==> config.mk <==
export PLATFORM = sky130hd
export DESIGN_NAME = uart_rx
export DESIGN_NICKNAME = d
export VERILOG_FILES = /design/src/rtl/uart_pkg.sv /design/src/rtl/uart_rx_sipo.sv /design/src/rtl/uart_rx.sv
export SDC_FILE = /design/constraint.sdc
export NUM_CORES = 1
export LEC_CHECK = 0
export CAP_MARGIN = 5
export CORE_MARGIN = 10
export CORE_UTILIZATION = 50
export DETAILED_ROUTE_END_ITERATION = 6
export DONT_BUFFER_PORTS = 1
export GPL_TIMING_DRIVEN = 0
export PLACE_DENSITY_LB_ADDON = 0.05
export SYNTH_ARGS = -nofsm -noshare
export SYNTH_HDL_FRONTEND = slang
export SYNTH_HIERARCHICAL = 1
export SYNTH_SLANG_ARGS = --single-unit
==> constraint.sdc <==
create_clock -name clk -period 2.5 [get_ports clk]
set_input_delay 0.25 -clock clk [delete_from_list [all_inputs] [get_ports clk]]
set_output_delay 0.25 -clock clk [all_outputs]
set_load 0.01 [all_outputs]
==> src/rtl/uart_pkg.sv <==
// Shared UART definitions: receiver state encoding and default frame geometry
// (the defaults are also used by the transmitter).
package uart_pkg;

    typedef enum logic [2:0] {
        IDLE   = 3'd0,
        START  = 3'd1,
        DATA   = 3'd2,
        PARITY = 3'd3,
        STOP   = 3'd4
    } rx_state_e;

    localparam int unsigned DEFAULT_DW           = 8;
    localparam int unsigned DEFAULT_CLKS_PER_BIT = 434;

endpackage

==> src/rtl/uart_rx_sipo.sv <==
// Serial-in parallel-out shift register: right shift with MSB insert, so the
// first bit shifted in ends up at bit 0 after DW shifts.
module sipo
    import uart_pkg::*;
#(
    parameter int unsigned DW = DEFAULT_DW
) (
    input  logic          clk,
    input  logic          nrst,
    input  logic          enable,
    input  logic          din,
    output logic [DW-1:0] Q
);

    logic [DW-1:0] q_q;
    logic [DW-1:0] q_d;

    // Next shift-register contents: insert din at the MSB when enabled.
    always_comb begin
        q_d = q_q;
        if (enable) begin
            q_d = {din, q_q[DW-1:1]};
        end
    end

    // Shift-register state with synchronous active-high clear.
    always_ff @(posedge clk) begin
        if (nrst) begin
            q_q <= '0;
        end else begin
            q_q <= q_d;
        end
    end

    assign Q = q_q;

endmodule

==> src/rtl/uart_rx.sv <==
// UART receiver: synchronises rx, detects the start edge, samples every bit at
// its centre and reports the assembled word with a done strobe and error flags.
module uart_rx
    import uart_pkg::*;
#(
    parameter int unsigned DW           = DEFAULT_DW,
    parameter int unsigned CLKS_PER_BIT = DEFAULT_CLKS_PER_BIT,
    parameter bit          PARITY_EN    = 1'b0
) (
    input  logic          clk,
    input  logic          nrst,
    input  logic          rx,
    output logic [DW-1:0] data,
    output logic          rx_done,
    output logic          frame_err,
    output logic          parity_err,
    output logic          busy
);

    localparam int unsigned CW = $clog2(CLKS_PER_BIT);
    localparam int unsigned BW = $clog2(DW + 1);

    localparam logic [CW-1:0] CNT_ONE   = CW'(1);
    localparam logic [CW-1:0] HALF_LAST = CW'(CLKS_PER_BIT / 2 - 1);
    localparam logic [CW-1:0] BIT_LAST  = CW'(CLKS_PER_BIT - 1);
    localparam logic [BW-1:0] BIT_ONE   = BW'(1);
    localparam logic [BW-1:0] DATA_LAST = BW'(DW - 1);

    rx_state_e     state_q, state_d;
    logic          rx_meta_q, rx_s_q, rx_d_q;
    logic [CW-1:0] clk_cnt_q, clk_cnt_d;
    logic [BW-1:0] bit_cnt_q, bit_cnt_d;
    logic          par_bad_q, par_bad_d;
    logic [DW-1:0] data_q, data_d;
    logic          rx_done_q, rx_done_d;
    logic          frame_err_q, frame_err_d;
    logic          parity_err_q, parity_err_d;
    logic          shift_en;
    logic [DW-1:0] sreg;

    sipo #(.DW(DW)) u_sipo (
        .clk    (clk),
        .nrst   (nrst),
        .enable (shift_en),
        .din    (rx_s_q),
        .Q      (sreg)
    );

    // Two-flop synchroniser plus a delayed copy for falling-edge detection.
    always_ff @(posedge clk) begin
        if (nrst) begin
            rx_meta_q <= 1'b1;
            rx_s_q    <= 1'b1;
            rx_d_q    <= 1'b1;
        end else begin
            rx_meta_q <= rx;
            rx_s_q    <= rx_meta_q;
            rx_d_q    <= rx_s_q;
        end
    end

    // Frame sequencing: next state, counters, bit sampling and result capture.
    always_comb begin
        state_d      = state_q;
        clk_cnt_d    = clk_cnt_q;
        bit_cnt_d    = bit_cnt_q;
        par_bad_d    = par_bad_q;
        data_d       = data_q;
        rx_done_d    = 1'b0;
        frame_err_d  = frame_err_q;
        parity_err_d = parity_err_q;
        shift_en     = 1'b0;
        unique case (state_q)
            IDLE: begin
                clk_cnt_d = '0;
                bit_cnt_d = '0;
                // Edge-triggered so a line held low (break) cannot retrigger.
                if (rx_d_q && !rx_s_q) begin
                    state_d   = START;
                    par_bad_d = 1'b0;
                end
            end
            START: begin
                if (clk_cnt_q == HALF_LAST) begin
                    clk_cnt_d = '0;
                    bit_cnt_d = '0;
                    state_d   = rx_s_q ? IDLE : DATA;
                end else begin
                    clk_cnt_d = clk_cnt_q + CNT_ONE;
                end
            end
            DATA: begin
                if (clk_cnt_q == BIT_LAST) begin
                    clk_cnt_d = '0;
                    shift_en  = 1'b1;
                    bit_cnt_d = bit_cnt_q + BIT_ONE;
                    if (bit_cnt_q == DATA_LAST) begin
                        state_d = PARITY_EN ? PARITY : STOP;
                    end
                end else begin
                    clk_cnt_d = clk_cnt_q + CNT_ONE;
                end
            end
            PARITY: begin
                if (clk_cnt_q == BIT_LAST) begin
                    clk_cnt_d = '0;
                    par_bad_d = rx_s_q ^ (^sreg);
                    state_d   = STOP;
                end else begin
                    clk_cnt_d = clk_cnt_q + CNT_ONE;
                end
            end
            STOP: begin
                if (clk_cnt_q == BIT_LAST) begin
                    clk_cnt_d    = '0;
                    data_d       = sreg;
                    frame_err_d  = ~rx_s_q;
                    parity_err_d = PARITY_EN & par_bad_q;
                    rx_done_d    = 1'b1;
                    state_d      = IDLE;
                end else begin
                    clk_cnt_d = clk_cnt_q + CNT_ONE;
                end
            end
            default: begin
                state_d = IDLE;
            end
        endcase
    end

    // State, counters and registered outputs with synchronous reset.
    always_ff @(posedge clk) begin
        if (nrst) begin
            state_q      <= IDLE;
            clk_cnt_q    <= '0;
            bit_cnt_q    <= '0;
            par_bad_q    <= 1'b0;
            data_q       <= '0;
            rx_done_q    <= 1'b0;
            frame_err_q  <= 1'b0;
            parity_err_q <= 1'b0;
        end else begin
            state_q      <= state_d;
            clk_cnt_q    <= clk_cnt_d;
            bit_cnt_q    <= bit_cnt_d;
            par_bad_q    <= par_bad_d;
            data_q       <= data_d;
            rx_done_q    <= rx_done_d;
            frame_err_q  <= frame_err_d;
            parity_err_q <= parity_err_d;
        end
    end

    assign data       = data_q;
    assign rx_done    = rx_done_q;
    assign frame_err  = frame_err_q;
    assign parity_err = parity_err_q;
    assign busy       = (state_q != IDLE);

endmodule
==> results of run 1 <==
==> layout make-up <==
class | count | area, sq um
plain buffers | 13 | 80.1
clock buffers | 6 | 51.3
clock inverters | 2 | 13.8
fillers | 347 | 1490
inverters | 6 | 22.5
multi-input cells | 137 | 898
flip-flops and latches | 37 | 741
well taps | 46 | 57.6
repair buffers | 1 | 10.0
==> report_power, final <==
part | total [W] | switching, W | internal (W)
Clock | 0.000339 | 0.000202 | 0.000137
Sequential | 0.000615 | 0.0000110 | 0.000604
Combinational | 0.000206 | 0.000132 | 0.0000735
==> what timing repair did <==
action | in CTS | in global routing
endpoints found under the setup margin | 0 | 0
hold buffers | 1 | 0
endpoints found under the hold margin | 1 | 0
==> registers in the layout, indices dropped and copies added, names as in the netlist <==
| register | count |
|---|---|
| frame_err | 1 |
| u_sipo/Q | 8 |
| rx_done | 1 |
| rx_meta_q | 1 |
| state_q | 3 |
| bit_cnt_q | 4 |
| data | 8 |
| clk_cnt_q | 9 |
| rx_d_q | 1 |
| rx_s_q | 1 |
==> stage by stage <==
step	setup slack (ns)	instances	area (sq um)	utilization	hold slack [ns]
floorplan	0.671	193	1740	-	0.354
global placement	0.448	239	1800	0.535	0.355
detailed placement	0.467	239	1800	0.535	0.357
CTS	0.442	248	1870	0.557	0.253
global route	0.206	248	1870	0.557	0.263
finish	0.428	248	1870	0.557	0.272
==> worst max-delay path, cell delays in order, from the launching register on <==
cell	delay (ns)
dfxtp_1	0.45
ha_1	0.19
nor4bb_1	0.37
nand2_1	0.16
nor2_1	0.30
buf_6	0.21
mux2i_1	0.21
nor2_1	0.06
==> cells by family (layout without fill, tap and decap cells) <==
family	Yosys count	after routing
AOI/OAI and AO/OA	28	28
adders and majority gates	4	4
DFF	37	37
buffers and inverters	19	28
and+or+nand+nor	86	86
muxes	18	18
other	1	1
==> cells in the final DEF (no fill, tap or decap), types with 3 or more instances in the layout <==
cell	n
nor3b_1	3
o21a_1	3
nand3_1	10
nor2_1	29
a21oi_1	5
a31oi_1	7
ha_1	4
clkbuf_1	4
or2_2	3
mux2i_1	18
buf_2	4
buf_6	3
nand2_1	19
nand3b_1	3
clkbuf_4	5
inv_1	6
dfxtp_1	37
==> metal layers <==
metal  track usage  part of all wire
met5             0                 0
met2         0.179              0.44
met4        0.0573            0.0094
met1         0.144              0.48
met3        0.0439             0.063
==> how the worst max path moves through the flow <==
stage / startpoint / endpoint / slack, ns
floorplan: clk_cnt_q[0] / data[2] / 0.67
global placement: clk_cnt_q[0] / clk_cnt_q[1] / 0.45
detailed placement: clk_cnt_q[0] / clk_cnt_q[1] / 0.47
CTS: clk_cnt_q[0] / u_sipo/Q[6] / 0.44
global route: clk_cnt_q[0] / u_sipo/Q[7] / 0.21
finish: clk_cnt_q[0] / u_sipo/Q[6] / 0.43
==> impl_results.md, run 1 <==
* Clock slew seen by the registers of the worst setup and hold paths at 0.11 ns
* Ys async rst share at 0
* PwrDens at 619 nW/um^2
* Peak supply drop at between 300 and 400 uV
* Die area at 6240 sq um
* Post-DP HPWL at 2540 um
* Startpoint types: flip-flop
* Worst min path class: primary input to flip-flop
* DR iter-0 viols at 95
* Primary FF master, synth: dfxtp_1
* Synth Cell Area at about 1700 sq um
* Vias in the first global route at 1303
* Post-synth EDFFs at 0
* Post-synth top cells: 37 x dfxtp_1, 29 x nor2_1, 19 x nand2_1
* # diodes at 0
* Total core area at approximately 3400 sq um
* Period utilization at 0.829
* CTS-repair resized insts at 0
* Mean routed wirelength per cell at approximately 15 um
* Final RePlAce weighted congestion at 0.846
* Synth Register Bits at 37
* Slew margin rel. at 0.529
* Largest family of logic cells by synthesized area: simple AND/OR/NAND/NOR gates
* Clock buffer count from CTS at 5
* Fin. max-slew vios at 0
* I/O pin count at 15
* Initial antenna violation count at 0
* Status: complete, no violations
* Area Overhead vs Synth at 7.62%
* Reg-to-reg endpoint: u_sipo/Q[6]
* # rows at 21
* Post-Synth Adder-Cell Area at 0.0287
* Critical Path Sink Type: flip-flop
* H-tree lvl count at 2
* Max-Cap Viols at 0
* Setup TNS at 0 ns
* Starting Density at 0.518
* Worst-Skew Late Latency at 0.34 ns
* Crit path time final at 2.07 ns
* Synth warnings at 6
* Pwr Total at 0.00116 W
* CTS root buffer: clkbuf_4
* Multiplexer area fraction after synthesis at 0.103
* Compound-cell area share of the yosys netlist at 0.121
* Largest area contributor in the netlist: dfxtp_1
* Die H at 79.0 um
* DRC Markers at 0
* Via count at 1365
* Post-Synth XOR/XNOR Area at 0
* Pleak at 0.652 nW
* Final Skew at 0.0161 ns
* Largest net degree at the start of global routing at 13
* Antenna violation net count after detailed routing at 0
* Crit-path max FO at 8
* CTS sink count at 37
* Tot GR Track Use at 0.118
* Worst Reg-to-Reg Cells at 7
* Post-synthesis cell count at approximately 190
* Width of the die at approximately 79 um
* Hold EP: u_sipo/Q[7]
* WHS Path Cells at 2
* Hold path startpoint: nrst
* Post-synthesis sequential area ratio at 0.425
* Slew @ Worst Pin at 0.704 ns
* Count leader, synth: dfxtp_1
* Post-synth top area share at 0.425
* Post-synthesis simple-gate area fraction at 0.261
* Layout cells sized above 1 at 0.124
* Port Buffers at 0
* WS Path Type: flip-flop to flip-flop
* WP data arrival at ~2.3 ns
* Avg Inst Size Synth at around 9 sq um
* Final hold vios at 0
* 1st-pass router iterations at 4
* TritonCTS clock tree: yes
* Post-Syn Nets at 200
* Yosys cell types at 46
* Gr ovfl total at 0
* Synth area leaders: dfxtp_1 43%, mux2i_1 10%, nor2_1 6.3%
* # setup viols final at 0
* Max Clk Rate at 0.483 GHz
* Worst EP required at 2.72 ns
* Worst r2r src: clk_cnt_q[0]
* RSZ-0062 raised after global routing: no
* CTS Buffer Depth at 2
* Vias per cell at 5.50
* Wire length of the first global-routing pass at around 6100 um
* Post-CTS setup buffer count at 0
* Routed WL at 3610 um
* Final net count at 208
* Worst reg2reg setup slack at 0.43 ns
(Power assumes the default switching activity.)
==> inputs of run 2 (changes only) <==
- clock period: 2.5 -> 1.85 ns (I/O delays scaled with it)
==> run 2 against run 1 <==
The run now ends with setup timing left. First-iteration DRC count down 2.1%. Largest power group unchanged. Wire length up 5.5%. Largest cell class unchanged. Setup slack worse by 0.47 ns. Critical endpoint is now data[2]. Combinational power up 77%. Non-clock buffer count up 10. Sequential power up 35%. Cell count up 4.0%. Design area up 8.0%.
==> impl_results.md, run 2 (same netlist as run 1, synthesis figures left out) <==
* Max-Cap Viols at 0 (unchanged)
* 1st-pass router iterations at 4 (unchanged)
* Slew @ Worst Pin at 0.703 ns (was 0.704 ns)
* Area Overhead vs Synth at 16.2% (was 7.62%)
* Vias per cell at 5.54 (was 5.50)
* Worst EP required at 2.06 ns (was 2.72 ns)
* # rows at 21 (unchanged)
* Port Buffers at 0 (unchanged)
* CP endpoint: data[2] (was u_sipo/Q[6])
* Max FFs per register at 9 (unchanged)
* Area after DPL at 1800 sq um (unchanged)
* Max Clk Rate at 0.528 GHz (was 0.483 GHz)
* Routed WL at 3810 um (was 3610 um)
* WP data arrival at 2.10 ns (was 2.29 ns)
* Worst min path class: primary input to flip-flop (unchanged)
* Worst r2r src: clk_cnt_q[0] (unchanged)
* Gate power share at 0.221 (was 0.178)
* Width of the die at 79.0 um (unchanged)
* Worst slack, placed at -0.183 ns (was 0.467 ns)
* Final hold vios at 0 (unchanged)
* I/O pin count at 15 (unchanged)
* DRC Markers at 0 (unchanged)
* Most common cell after layout, fill and taps aside: dfxtp_1 (unchanged)
* Register share of total power at 0.503 (was 0.530)
* Worst-Skew Late Latency at 0.33 ns (was 0.34 ns)
* CTS Buffer Depth at 2 (unchanged)
* Utilization after layout at 0.602 (was 0.557)
* Final instance area at 2020 sq um (was 1870 sq um)
* Reg with most FFs: clk_cnt_q (unchanged)
* Die area at 6240 sq um (unchanged)
* Tot GR Track Use at 0.123 (was 0.118)
* Reg-to-reg endpoint: data[2] (was u_sipo/Q[6])
* Final hold slack at 0.209 ns (was 0.272 ns)
* Peak supply drop at 519 uV (was 360 uV)
* Hold path startpoint: nrst (unchanged)
* Worst Reg-to-Reg Cells at 7 (unchanged)
* TritonCTS clock tree: yes (unchanged)
* Critical Path Sink Type: flip-flop (unchanged)
* Worst reg2reg setup slack at -0.04 ns (was 0.43 ns)
* Total core area at 3360 sq um (unchanged)
* Net switching power at 0.000495 W (was 0.000345 W)
* CTS root buffer: clkbuf_4 (unchanged)
* # setup viols final at 9 (was 0)
* CTS sink count at 37 (unchanged)
* Starting Density at 0.518 (unchanged)
* Filler cell count at 328 (was 347)
* PwrDens at 818 nW/um^2 (was 619 nW/um^2)
* Vias in the first global route at 1369 (was 1303)
* Final WS setup at -0.0432 ns (was 0.428 ns)
* Initial antenna violation count at 0 (unchanged)
* Most frequent cells in the layout: 35 x dfxtp_1, 28 x nor2_1, 18 x nand2_1, 18 x mux2i_1, 11 x buf_4 (was 37 x dfxtp_1, 29 x nor2_1, 19 x nand2_1)
* Setup TNS at -0.216 ns (was 0 ns)
* Layout cells sized above 1 at 0.226 (was 0.124)
* Post-DP HPWL at 2540 um (unchanged)
* Clock slew seen by the registers of the worst setup and hold paths at 0.12 ns (was 0.11 ns)
* Die H at 79.0 um (unchanged)
* H-tree lvl count at 2 (unchanged)
* DR iter-0 viols at 93 (was 95)
* Gr ovfl total at 0 (unchanged)
* Status: complete, but fails checks (was complete, no violations)
* Period utilization at 1.02 (was 0.829)
* Clock buffer count from CTS at 5 (unchanged)
* Via count at 1429 (was 1365)
* Startpoint types: flip-flop (unchanged)
* Crit path time final at 1.89 ns (was 2.07 ns)
* Slew margin rel. at 0.530 (was 0.529)
* Antenna violation net count after detailed routing at 0 (unchanged)
* Violated checks: setup timing
* Fin. max-slew vios at 0 (unchanged)
* Clock power share at 0.277 (was 0.292)
* Largest net degree at the start of global routing at 13 (unchanged)
* Pint at 0.00116 W (was 0.000815 W)
* Final Skew at 0.0118 ns (was 0.0161 ns)
* Pleak at 0.715 nW (was 0.652 nW)
* # diodes at 0 (unchanged)
* Final net count at 218 (was 208)
* Crit-path max FO at 5 (was 8)
* RSZ-0062 raised after global routing: yes (was no)
* Wire length of the first global-routing pass at 6260 um (was 6060 um)
* Sw Share at 0.299 (was 0.298)
* CP Launch Point: clk_cnt_q[0] (unchanged)
* WS Path Type: flip-flop to flip-flop (unchanged)
* Mean routed wirelength per cell at 14.8 um (was 14.6 um)
* Final RePlAce weighted congestion at 0.846 (unchanged)
-- run 2: how the worst min path moves through the flow --
stage	to	slack [ns]	cells after the start
after floorplan	rx_meta_q	0.29	1
after detailed placement	rx_meta_q	0.29	1
after global routing	u_sipo/Q[3]	0.20	2
final	u_sipo/Q[7]	0.21	2
after CTS	u_sipo/Q[7]	0.19	2
after global placement	rx_meta_q	0.29	1
-- run 2: power groups by stage --
| stage | sequential [W] | clock [W] | combinational [W] |
|---|---|---|---|
| final | 0.000833 | 0.000458 | 0.000365 |
| after floorplan | 0.000846 | 0 | 0.000221 |
| after CTS | 0.000834 | 0.000470 | 0.000305 |
| after detailed placement | 0.000849 | 0 | 0.000273 |
| after global placement | 0.000849 | 0 | 0.000269 |
| after global routing | 0.000836 | 0.000512 | 0.000395 |
-- run 2: metrics by stage --
step,total power (W),std cells
floorplan,0.00107,193
global placement,0.00112,239
detailed placement,0.00112,239
CTS,0.00161,254
global route,0.00174,258
finish,0.00166,258
-- run 2: area by class of cell --
| class | instances | area, sq um | area share |
|---|---|---|---|
| Clock buffer | 6 | 51.3 | 0.0253 |
| Clock inverter | 2 | 13.8 | 0.00680 |
| Inverter | 6 | 22.5 | 0.0111 |
| Timing Repair Buffer | 11 | 85.1 | 0.0420 |
| Multi-Input combinational cell | 137 | 958 | 0.473 |
| Sequential cell | 37 | 746 | 0.368 |
| Buffer | 13 | 90.1 | 0.0445 |
| Tap cell | 46 | 57.6 | 0.0284 |
-- run 2: worst max-delay path: stages, from the launching register on --
cell and delay, ns:
dfxtp_4 0.40, ha_4 0.12, and4bb_1 0.19, or3b_4 0.41, nor4_4 0.20, buf_4 0.21, mux2i_1 0.18, nor2_1 0.05
-- run 2: per-layer routing --
metal	share of wire	vias up	track usage
li1	-	719	-
met1	0.45	667	0.147
met2	0.47	39	0.192
met3	0.073	4	0.0439
met4	0.0058	0	0.0573
met5	0	-	0
-- run 2: repair_timing --
| action | CTS | global route |
|---|---|---|
| pin swaps | 1 | 1 |
| gates cloned | 1 | 0 |
| hold buffers | 1 | 0 |
| endpoints found under the setup margin | 29 | 30 |
| gates resized for setup | 14 | 9 |
| setup buffers | 5 | 4 |
| hold endpoints to repair | 1 | 0 |
